**config.mk**
```make
export PLATFORM = sky130hd
export DESIGN_NAME = systolic_feeder_flat
export DESIGN_NICKNAME = d
export VERILOG_FILES = /design/src/rtl/systolic_feeder_if.sv /design/src/rtl/systolic_feeder.sv /design/src/flat_wrapper.sv
export SDC_FILE = /design/constraint.sdc
export NUM_CORES = 1
export LEC_CHECK = 0
export CAP_MARGIN = 0
export CORE_ASPECT_RATIO = 1.1
export CORE_MARGIN = 3
export CORE_UTILIZATION = 48
export CTS_CLUSTER_SIZE = 14
export DETAILED_ROUTE_END_ITERATION = 8
export PLACE_DENSITY = 0.81
export SLEW_MARGIN = 30
export SYNTH_ARGS = -nofsm -noshare
export SYNTH_HDL_FRONTEND = slang
export SYNTH_SLANG_ARGS = --single-unit
export TNS_END_PERCENT = 50
```
**constraint.sdc**
```tcl
create_clock -name i_clock -period 10.1 [get_ports i_clock]
set_input_delay 2.02 -clock i_clock [delete_from_list [all_inputs] [get_ports i_clock]]
set_output_delay 2.02 -clock i_clock [all_outputs]
set_load 0.05 [all_outputs]
```
**src/rtl/systolic_feeder_if.sv**
```systemverilog
// Operand/lane bundle between the operand loader, the feeder and the systolic array.
// The slave modport is the feeder's view; the master modport drives it.
interface systolic_feeder_if #(
  parameter int SIZE   = 4,
  parameter int I_BITS = 8
);
  logic                          i_valid;
  logic                          o_ready;
  logic [SIZE*SIZE*I_BITS-1:0]   i_a_mat;
  logic [SIZE*SIZE*I_BITS-1:0]   i_b_mat;
  logic [SIZE*I_BITS-1:0]        o_a_full;
  logic [SIZE*I_BITS-1:0]        o_b_full;
  logic                          o_array_reset;
  logic [SIZE*SIZE-1:0]          i_finish;
  logic                          o_busy;
  logic                          o_done;
  logic                          o_error;

  modport slave (
    input  i_valid, i_a_mat, i_b_mat, i_finish,
    output o_ready, o_a_full, o_b_full, o_array_reset, o_busy, o_done, o_error
  );

  modport master (
    output i_valid, i_a_mat, i_b_mat, i_finish,
    input  o_ready, o_a_full, o_b_full, o_array_reset, o_busy, o_done, o_error
  );
endinterface

```
**src/rtl/systolic_feeder.sv**
```systemverilog
// Captures an A/B operand pair, pulses the array reset, streams both matrices
// onto the lane buses with diagonal skew, then waits for all PE finish flags.
module systolic_feeder #(
  parameter int SIZE      = 4,
  parameter int I_BITS    = 8,
  parameter int DRAIN_MAX = 4*SIZE
) (
  input  logic               i_clock,
  input  logic               i_reset,
  systolic_feeder_if.slave   bus
);
  localparam int TW = $clog2(2*SIZE);
  localparam int DW = $clog2(DRAIN_MAX+1);
  localparam int MW = SIZE*SIZE*I_BITS;
  localparam logic [TW-1:0] T_LAST = TW'(2*SIZE-2);
  localparam logic [DW-1:0] D_LAST = DW'(DRAIN_MAX);

  typedef enum logic [2:0] {
    S_IDLE,
    S_CLEAR,
    S_STREAM,
    S_DRAIN,
    S_DONE
  } state_t;

  state_t          state_q, state_d;
  logic [TW-1:0]   t_q, t_d;
  logic [DW-1:0]   drain_q, drain_d;
  logic            error_q, error_d;
  logic [MW-1:0]   a_q, a_d;
  logic [MW-1:0]   b_q, b_d;

  // Counters default to zero so each one restarts on entry to its state.
  always_comb begin
    state_d = state_q;
    t_d     = '0;
    drain_d = '0;
    error_d = error_q;
    a_d     = a_q;
    b_d     = b_q;
    unique case (state_q)
      S_IDLE: begin
        if (bus.i_valid) begin
          state_d = S_CLEAR;
          error_d = 1'b0;
          a_d     = bus.i_a_mat;
          b_d     = bus.i_b_mat;
        end
      end
      S_CLEAR: state_d = S_STREAM;
      S_STREAM: begin
        if (t_q == T_LAST) state_d = S_DRAIN;
        else               t_d     = t_q + 1'b1;
      end
      S_DRAIN: begin
        if (&bus.i_finish) begin
          state_d = S_DONE;
        end else begin
          drain_d = drain_q + 1'b1;
          if (drain_d == D_LAST) begin
            error_d = 1'b1;
            state_d = S_DONE;
          end
        end
      end
      S_DONE:  state_d = S_IDLE;
      default: state_d = S_IDLE;
    endcase
  end

  always_ff @(posedge i_clock) begin
    if (i_reset) begin
      state_q <= S_IDLE;
      t_q     <= '0;
      drain_q <= '0;
      error_q <= 1'b0;
    end else begin
      state_q <= state_d;
      t_q     <= t_d;
      drain_q <= drain_d;
      error_q <= error_d;
    end
  end

  // Operand storage is only ever observed while streaming, so it needs no reset.
  always_ff @(posedge i_clock) begin
    a_q <= a_d;
    b_q <= b_d;
  end

  // Lane k carries row k of A and column k of B, delayed by k cycles.
  always_comb begin
    bus.o_a_full = '0;
    bus.o_b_full = '0;
    if (state_q == S_STREAM) begin
      for (int k = 0; k < SIZE; k++) begin
        if ((int'(t_q) >= k) && (int'(t_q) - k < SIZE)) begin
          bus.o_a_full[k*I_BITS +: I_BITS] = a_q[(k*SIZE + int'(t_q) - k)*I_BITS +: I_BITS];
          bus.o_b_full[k*I_BITS +: I_BITS] = b_q[((int'(t_q) - k)*SIZE + k)*I_BITS +: I_BITS];
        end
      end
    end
  end

  assign bus.o_ready       = (state_q == S_IDLE);
  assign bus.o_busy        = (state_q != S_IDLE);
  assign bus.o_array_reset = (state_q == S_CLEAR);
  assign bus.o_done        = (state_q == S_DONE);
  assign bus.o_error       = error_q;

endmodule

```
**src/flat_wrapper.sv**
```systemverilog
// flat-port wrapper written by rule: the top's interface ports become plain ports
module systolic_feeder_flat 
#(
  parameter int SIZE      = 4,
  parameter int I_BITS    = 8,
  parameter int DRAIN_MAX = 4*SIZE
)
  (i_clock, i_reset, bus_i_valid, bus_i_a_mat, bus_i_b_mat, bus_i_finish, bus_o_ready, bus_o_a_full, bus_o_b_full, bus_o_array_reset, bus_o_busy, bus_o_done, bus_o_error);
  systolic_feeder_if #(.SIZE(SIZE), .I_BITS(I_BITS)) bus_i ();
  input  logic i_clock;
  input  logic i_reset;
  input wire logic [$bits(bus_i.i_valid)-1:0] bus_i_valid;
  input wire logic [$bits(bus_i.i_a_mat)-1:0] bus_i_a_mat;
  input wire logic [$bits(bus_i.i_b_mat)-1:0] bus_i_b_mat;
  input wire logic [$bits(bus_i.i_finish)-1:0] bus_i_finish;
  output wire logic [$bits(bus_i.o_ready)-1:0] bus_o_ready;
  output wire logic [$bits(bus_i.o_a_full)-1:0] bus_o_a_full;
  output wire logic [$bits(bus_i.o_b_full)-1:0] bus_o_b_full;
  output wire logic [$bits(bus_i.o_array_reset)-1:0] bus_o_array_reset;
  output wire logic [$bits(bus_i.o_busy)-1:0] bus_o_busy;
  output wire logic [$bits(bus_i.o_done)-1:0] bus_o_done;
  output wire logic [$bits(bus_i.o_error)-1:0] bus_o_error;
  assign bus_i.i_valid = bus_i_valid;
  assign bus_i.i_a_mat = bus_i_a_mat;
  assign bus_i.i_b_mat = bus_i_b_mat;
  assign bus_i.i_finish = bus_i_finish;
  assign bus_o_ready = bus_i.o_ready;
  assign bus_o_a_full = bus_i.o_a_full;
  assign bus_o_b_full = bus_i.o_b_full;
  assign bus_o_array_reset = bus_i.o_array_reset;
  assign bus_o_busy = bus_i.o_busy;
  assign bus_o_done = bus_i.o_done;
  assign bus_o_error = bus_i.o_error;
  systolic_feeder #(.SIZE(SIZE), .I_BITS(I_BITS), .DRAIN_MAX(DRAIN_MAX)) u_core (.i_clock(i_clock), .i_reset(i_reset), .bus(bus_i));
endmodule
```
* After elaboration in Yosys (flattened, before gate mapping)
Index checks and enable logic that the tools add are counted. Widths: inputs -> output; s select.
Word-level totals: flip-flop bits (word level) 268, input bits 275, output and inout port bits 69, word-level logic and storage cells 79
Operators by class: add/sub/neg operators 14, order comparisons 7, equal/unequal tests 11, shift-type cells 8, muxes and demuxes 19, bitwise logic cells 2, reduce and logical (&&, ||, !) cells 12
Operator list (count):
- $shiftx 128x32->8 | 6
- $shiftx 128x7->8 | 1
- $shiftx 128x9->8 | 1
- $mux 32 | 2
- $mux 8 | 8
- $sub 29x3->29 const B | 2
- $sub 29x2->29 const B | 1
- $reduce_and 16->1 | 1
- $add 6x3->7 const B | 2
- $lt 4x4->1 const B | 3
- $mux 3 | 4
- $pmux 3 s4 | 1
- $add 4x3->5 const A | 2
- $sub 3x2->4 const B | 2
- $add 6x2->7 const B | 1
- $eq 3x2->1 const B | 2
- $eq 3x3->1 const B | 2
- $ge 3x2->1 const B | 2
- $reduce_or 3->1 | 2
- $add 5x1->5 const B | 1
- $eq 5x5->1 const B | 1
- $add 3x3->4 const A | 1
- $ne 2x1->1 const B | 2
- $ne 2x2->1 const B | 2
- 16 further kinds | 21

* Depth between registers and ports, before layout
depth after elaboration 5, mapped depth 12, gate-level depth less buffers 8

* Least setup slack after synthesis
Ideal clock, no wire load.
kind input to register, start in bus_i_valid, end reg u_core.a_q[0], enable pin, library setup time 0.607 ns, arrival time 7.068 ns, required time 9.493 ns, slack 2.426 ns, cell stages on the path 2, buffers on the path 0, cells stage by stage nand2_1 -> inv_1
On the way: cells in the longest elaborated chain, start to end 1
Ends and longest elaborated chain:
- start: declaration | line flat_wrapper.sv:12 | input wire logic [$bits(bus_i.i_valid)-1:0] bus_i_valid;
- $reduce_and 2->1 (no source line)
- end signal: assignment | line systolic_feeder.sv:87 | a_q <= a_d;
- end: declaration | line systolic_feeder.sv:30 | logic [MW-1:0] a_q, a_d;
Every way passes these cells. A chain may end at the register's enable or synchronous reset.

* Worst setup path after layout
start reg u_core.t_q[0], end out bus_o_a_full[8]
On the way: cells in the longest elaborated chain, start to end 5, elaborated cells on any way between the ends 9, classes of those cells 3 x add/sub; 2 x order compare; 1 x shift; 2 x mux; 1 x reduce/logical
Ends and longest elaborated chain:
- start: declaration | line systolic_feeder.sv:27 | logic [TW-1:0] t_q, t_d;
- start signal: assignment | line systolic_feeder.sv:79 | t_q <= t_d;
- $add 3x3->4 or $sub 3x1->4 (tied branches) | line systolic_feeder.sv:98, systolic_feeder.sv:97
- $sub 29x2->29 or $lt 4x4->1 (tied branches) | line systolic_feeder.sv:98, systolic_feeder.sv:97
- $shiftx 128x32->8 or $logic_and 1x1->1 (tied branches) | line systolic_feeder.sv:98, systolic_feeder.sv:97
- $mux 8 * | line systolic_feeder.sv:97 | if ((int'(t_q) >= k) && (int'(t_q) - k < SIZE)) begin
- $mux 32 * | line systolic_feeder.sv:95 | if (state_q == S_STREAM) begin
- end: declaration | line flat_wrapper.sv:17 | output wire logic [$bits(bus_i.o_a_full)-1:0] bus_o_a_full;
Mark *: on every way between the ends. The rest lies on a longest branch, timed or not.

==> results.yml <==
critical_path:
  required_ns: 8.08
  count_of_buffer_and_inverter_cells_on_the_critical_path: 3
  reg2regPathDepth: 4
  path_delay_family: "buffers and inverters"
  path_max_fanout: 50
  critical_path_arrival_ns: 4.26
  cp_cell_sequence: "inv_1 > buf_4 > ha_4 > ha_2 > mux4_2 > nand2b_1 > o21ai_0 > o22a_1 > nor2_1 > clkdlybuf4s50_1"
  max_stage_delay_ns: 0.77
  worst-path-stages: 10
  cp-start-kind: "register"
  timing_worst_setup_path_type: "reg -> out"
  critPathCaptureType: "primary output"
  critPathSlowestCell: "sky130_fd_sc_hd__clkdlybuf4s50_1"
sta:
  fin_worst_skew_ns: 0.0109
  worst_slew_pin_slew_ns: 0.886
  grt_setup_unrepaired: "no"
  post-route-period-util_pct: 62.2
  worst_slew_margin_rel_pct: 40.5
  setup_viol: 0
  max_clock_freq_mhz: 159
  timing.setup.tns_ns: 0
  timing.final.max_slew_violations: 0
  fin_ws_ns: 3.82
  post_layout_min_period_ns: 6.28
  timing.final.hold_violations: 0
  finalHoldWorstSlack_ns: 0.496
floorplanning:
  die-area_sq_um: 27300
  fp.coreArea_sq_um: 24700
  initial_utilization_pct: 49.3
  die_x_um: 158
  pin_count: 344
  std_cell_rows: 60
  chipHeight_um: 173
place:
  routabilityCongestion: 0.842
  preCtsSetupSlack_ns: 4.06
  placement.io_buffers: 343
  detailedPlacementHpwl_um: 24000
  dpl.cell_count: 1340
  place_area_sq_um: 15800
logic_synthesis:
  synth_top_area_share_pct: 63.1
  synth_nets: 1018
  post_synth_main_area_contributors: "sky130_fd_sc_hd__edfxtp_1, sky130_fd_sc_hd__mux4_2, sky130_fd_sc_hd__dfxtp_1"
  synth_seq_area_share_pct: 65.1
  fraction_of_registers_with_async_set_reset_pct: 0
  yosys_register_bits: 268
  synth-edff-count: 256
  synthDistinctLibCells: 58
  ys.warnings.count: 0
  synthesis.area_per_instance_sq_um: 16.7
  ys.flop_type: "sky130_fd_sc_hd__edfxtp_1"
  yosys.area.top_type: "sky130_fd_sc_hd__edfxtp_1"
  post_synth_instance_area_sq_um: 12200
  synthesis.instances: 729
clock_network:
  worst_setup_hold_path_clk_slew_ns: 0.06
  h-tree-depth: 1
  cts_buffer_depth: 3
  ctsHoldBuffers: 0
  cts_resized: 0
  cts.sink_count: 268
  numCtsBuffers: 29
  clock_tree_from_tritoncts: "done"
  worst_skew_pair.late_latency_ns: 0.56
  post_cts_setup_repair_buffer_count: 0
  cts_root_buffer_type: "sky130_fd_sc_hd__clkbuf_16"
worst_hold_path:
  whs_path_depth: 1
  hold_path.class: "reg -> reg"
job:
  timing.max_cap.violations: 0
finish:
  final_net_count: 1350
  final_cells: 1397
  mostFrequentLayoutCells: "sky130_fd_sc_hd__clkdlybuf4s50_1, sky130_fd_sc_hd__edfxtp_1, sky130_fd_sc_hd__mux4_2"
  fin_area_sq_um: 16700
  drive_gt1_share_pct: 13.6
  layout.cells.most_common: "sky130_fd_sc_hd__clkdlybuf4s50_1"
  relative_area_change_from_synthesis_to_final_layout_pct: 37.1
drt:
  detailedRoute.firstPassIterationCount: 5
  route.vias.total: 8143
  via_density_per_instance: 5.83
  route.antenna.remaining_nets: 0
  wl_per_cell_um: 24.0
  drcViolationCount: 0
  routed_wirelength_um: 33500
  drt-initial-drc-count: 760
power_and_ir_drop:
  power_per_cell_area_nw_per_um2: 171
  leakagePower_uw: 0.00562
  peakVddDrop_v: 0.000150
global_routing:
  grt_overflow: 0
  grt_antenna_before_repair: 6
  pin_count_of_the_biggest_net_entering_global_routing: 107
  wire_length_of_the_first_global_routing_pass_um: 49700
  gr-usage-all-layers_pct: 24.0
  via_count_of_the_first_global_routing_pass: 8639
status:
  run_status: "complete, no violations"
[through the flow]
| stage | total power [uW] | util, % |
|---|---|---|
| global placement | 1820 | 63.8 |
| detailed placement | 1840 | 63.8 |
| finish | 2870 | 67.7 |
| global route | 2960 | 67.7 |
| CTS | 2880 | 67.6 |
| floorplan | 1670 | - |
[worst register-to-register path, stage by stage, from the launching register on]
cell and delay, ns:
sky130_fd_sc_hd__dfxtp_1 0.37, sky130_fd_sc_hd__nor3_1 0.37, sky130_fd_sc_hd__nand2_1 0.24, sky130_fd_sc_hd__inv_8 0.57, sky130_fd_sc_hd__buf_4 0.82
[synthesized netlist by cell type, drive strengths merged (4+ instances only)]
master     n
and3      16
a31oi     14
mux2i     22
clkbuf    11
o22ai     10
nand4      9
nand2     40
nor2b     23
nor2      30
nor3b      4
edfxtp   256
buf       38
inv       10
dfxtp     12
nand3     13
a21oi     36
o211ai     8
ha        14
nand3b     9
nor3       4
and2b      4
o21ai     22
o2111ai    6
mux4      80
a211oi     4
[state kept, by name, indices dropped and copies added, names as in the netlist]
register	count
u_core.a_q	128
u_core.t_q	3
u_core.state_q	3
u_core.bus.o_error	1
u_core.b_q	128
u_core.drain_q	5
[routing by layer]
layer	track usage (%)	wire length, um
met1	28.3	11700
met2	41.6	17300
met3	6.46	3110
met4	9.48	1370
met5	0	0
[area by class of cell]
class                      count  area (sq um)
fill                        1656          7990
sequential                   268          7930
multi-input combinational    402          3910
timing repair buffer         350          3490
clock buffer                  33           741
tap                          310           388
clock inverter                18           190
inverter                      10          45.0
antenna                        6          15.0
[path summary, 6_finish.rpt]
| check | from | end | slack [ns] |
|---|---|---|---|
| min | u_core.drain_q[0] | u_core.drain_q[0] | 0.50 |
| max reg2reg | u_core.state_q[0] | u_core.b_q[76] | 7.32 |
| min reg2reg | u_core.drain_q[0] | u_core.drain_q[0] | 0.50 |
| max | u_core.t_q[0] | bus_o_a_full[8] | 3.82 |
[cell families (layout without fill, tap and decap cells)]
logic type	count (synthesis)	after routing	share of synthesized area, %
AOI/OAI and AO/OA	115	115	5.95
xor gates and xnor gates	5	5	0.483
adders and majority gates	14	14	1.44
buffers and inverters	59	411	3.04
DFF	268	268	65.1
muxes	104	104	16.8
other	0	6	0
and+or+nand+nor	164	164	7.26
[report_power, final]
group	switching, uW	internal, uW
clock	427	623
sequential	57.9	1370
combinational	182	205
No activity file was read; power rests on OpenSTA's default activity.
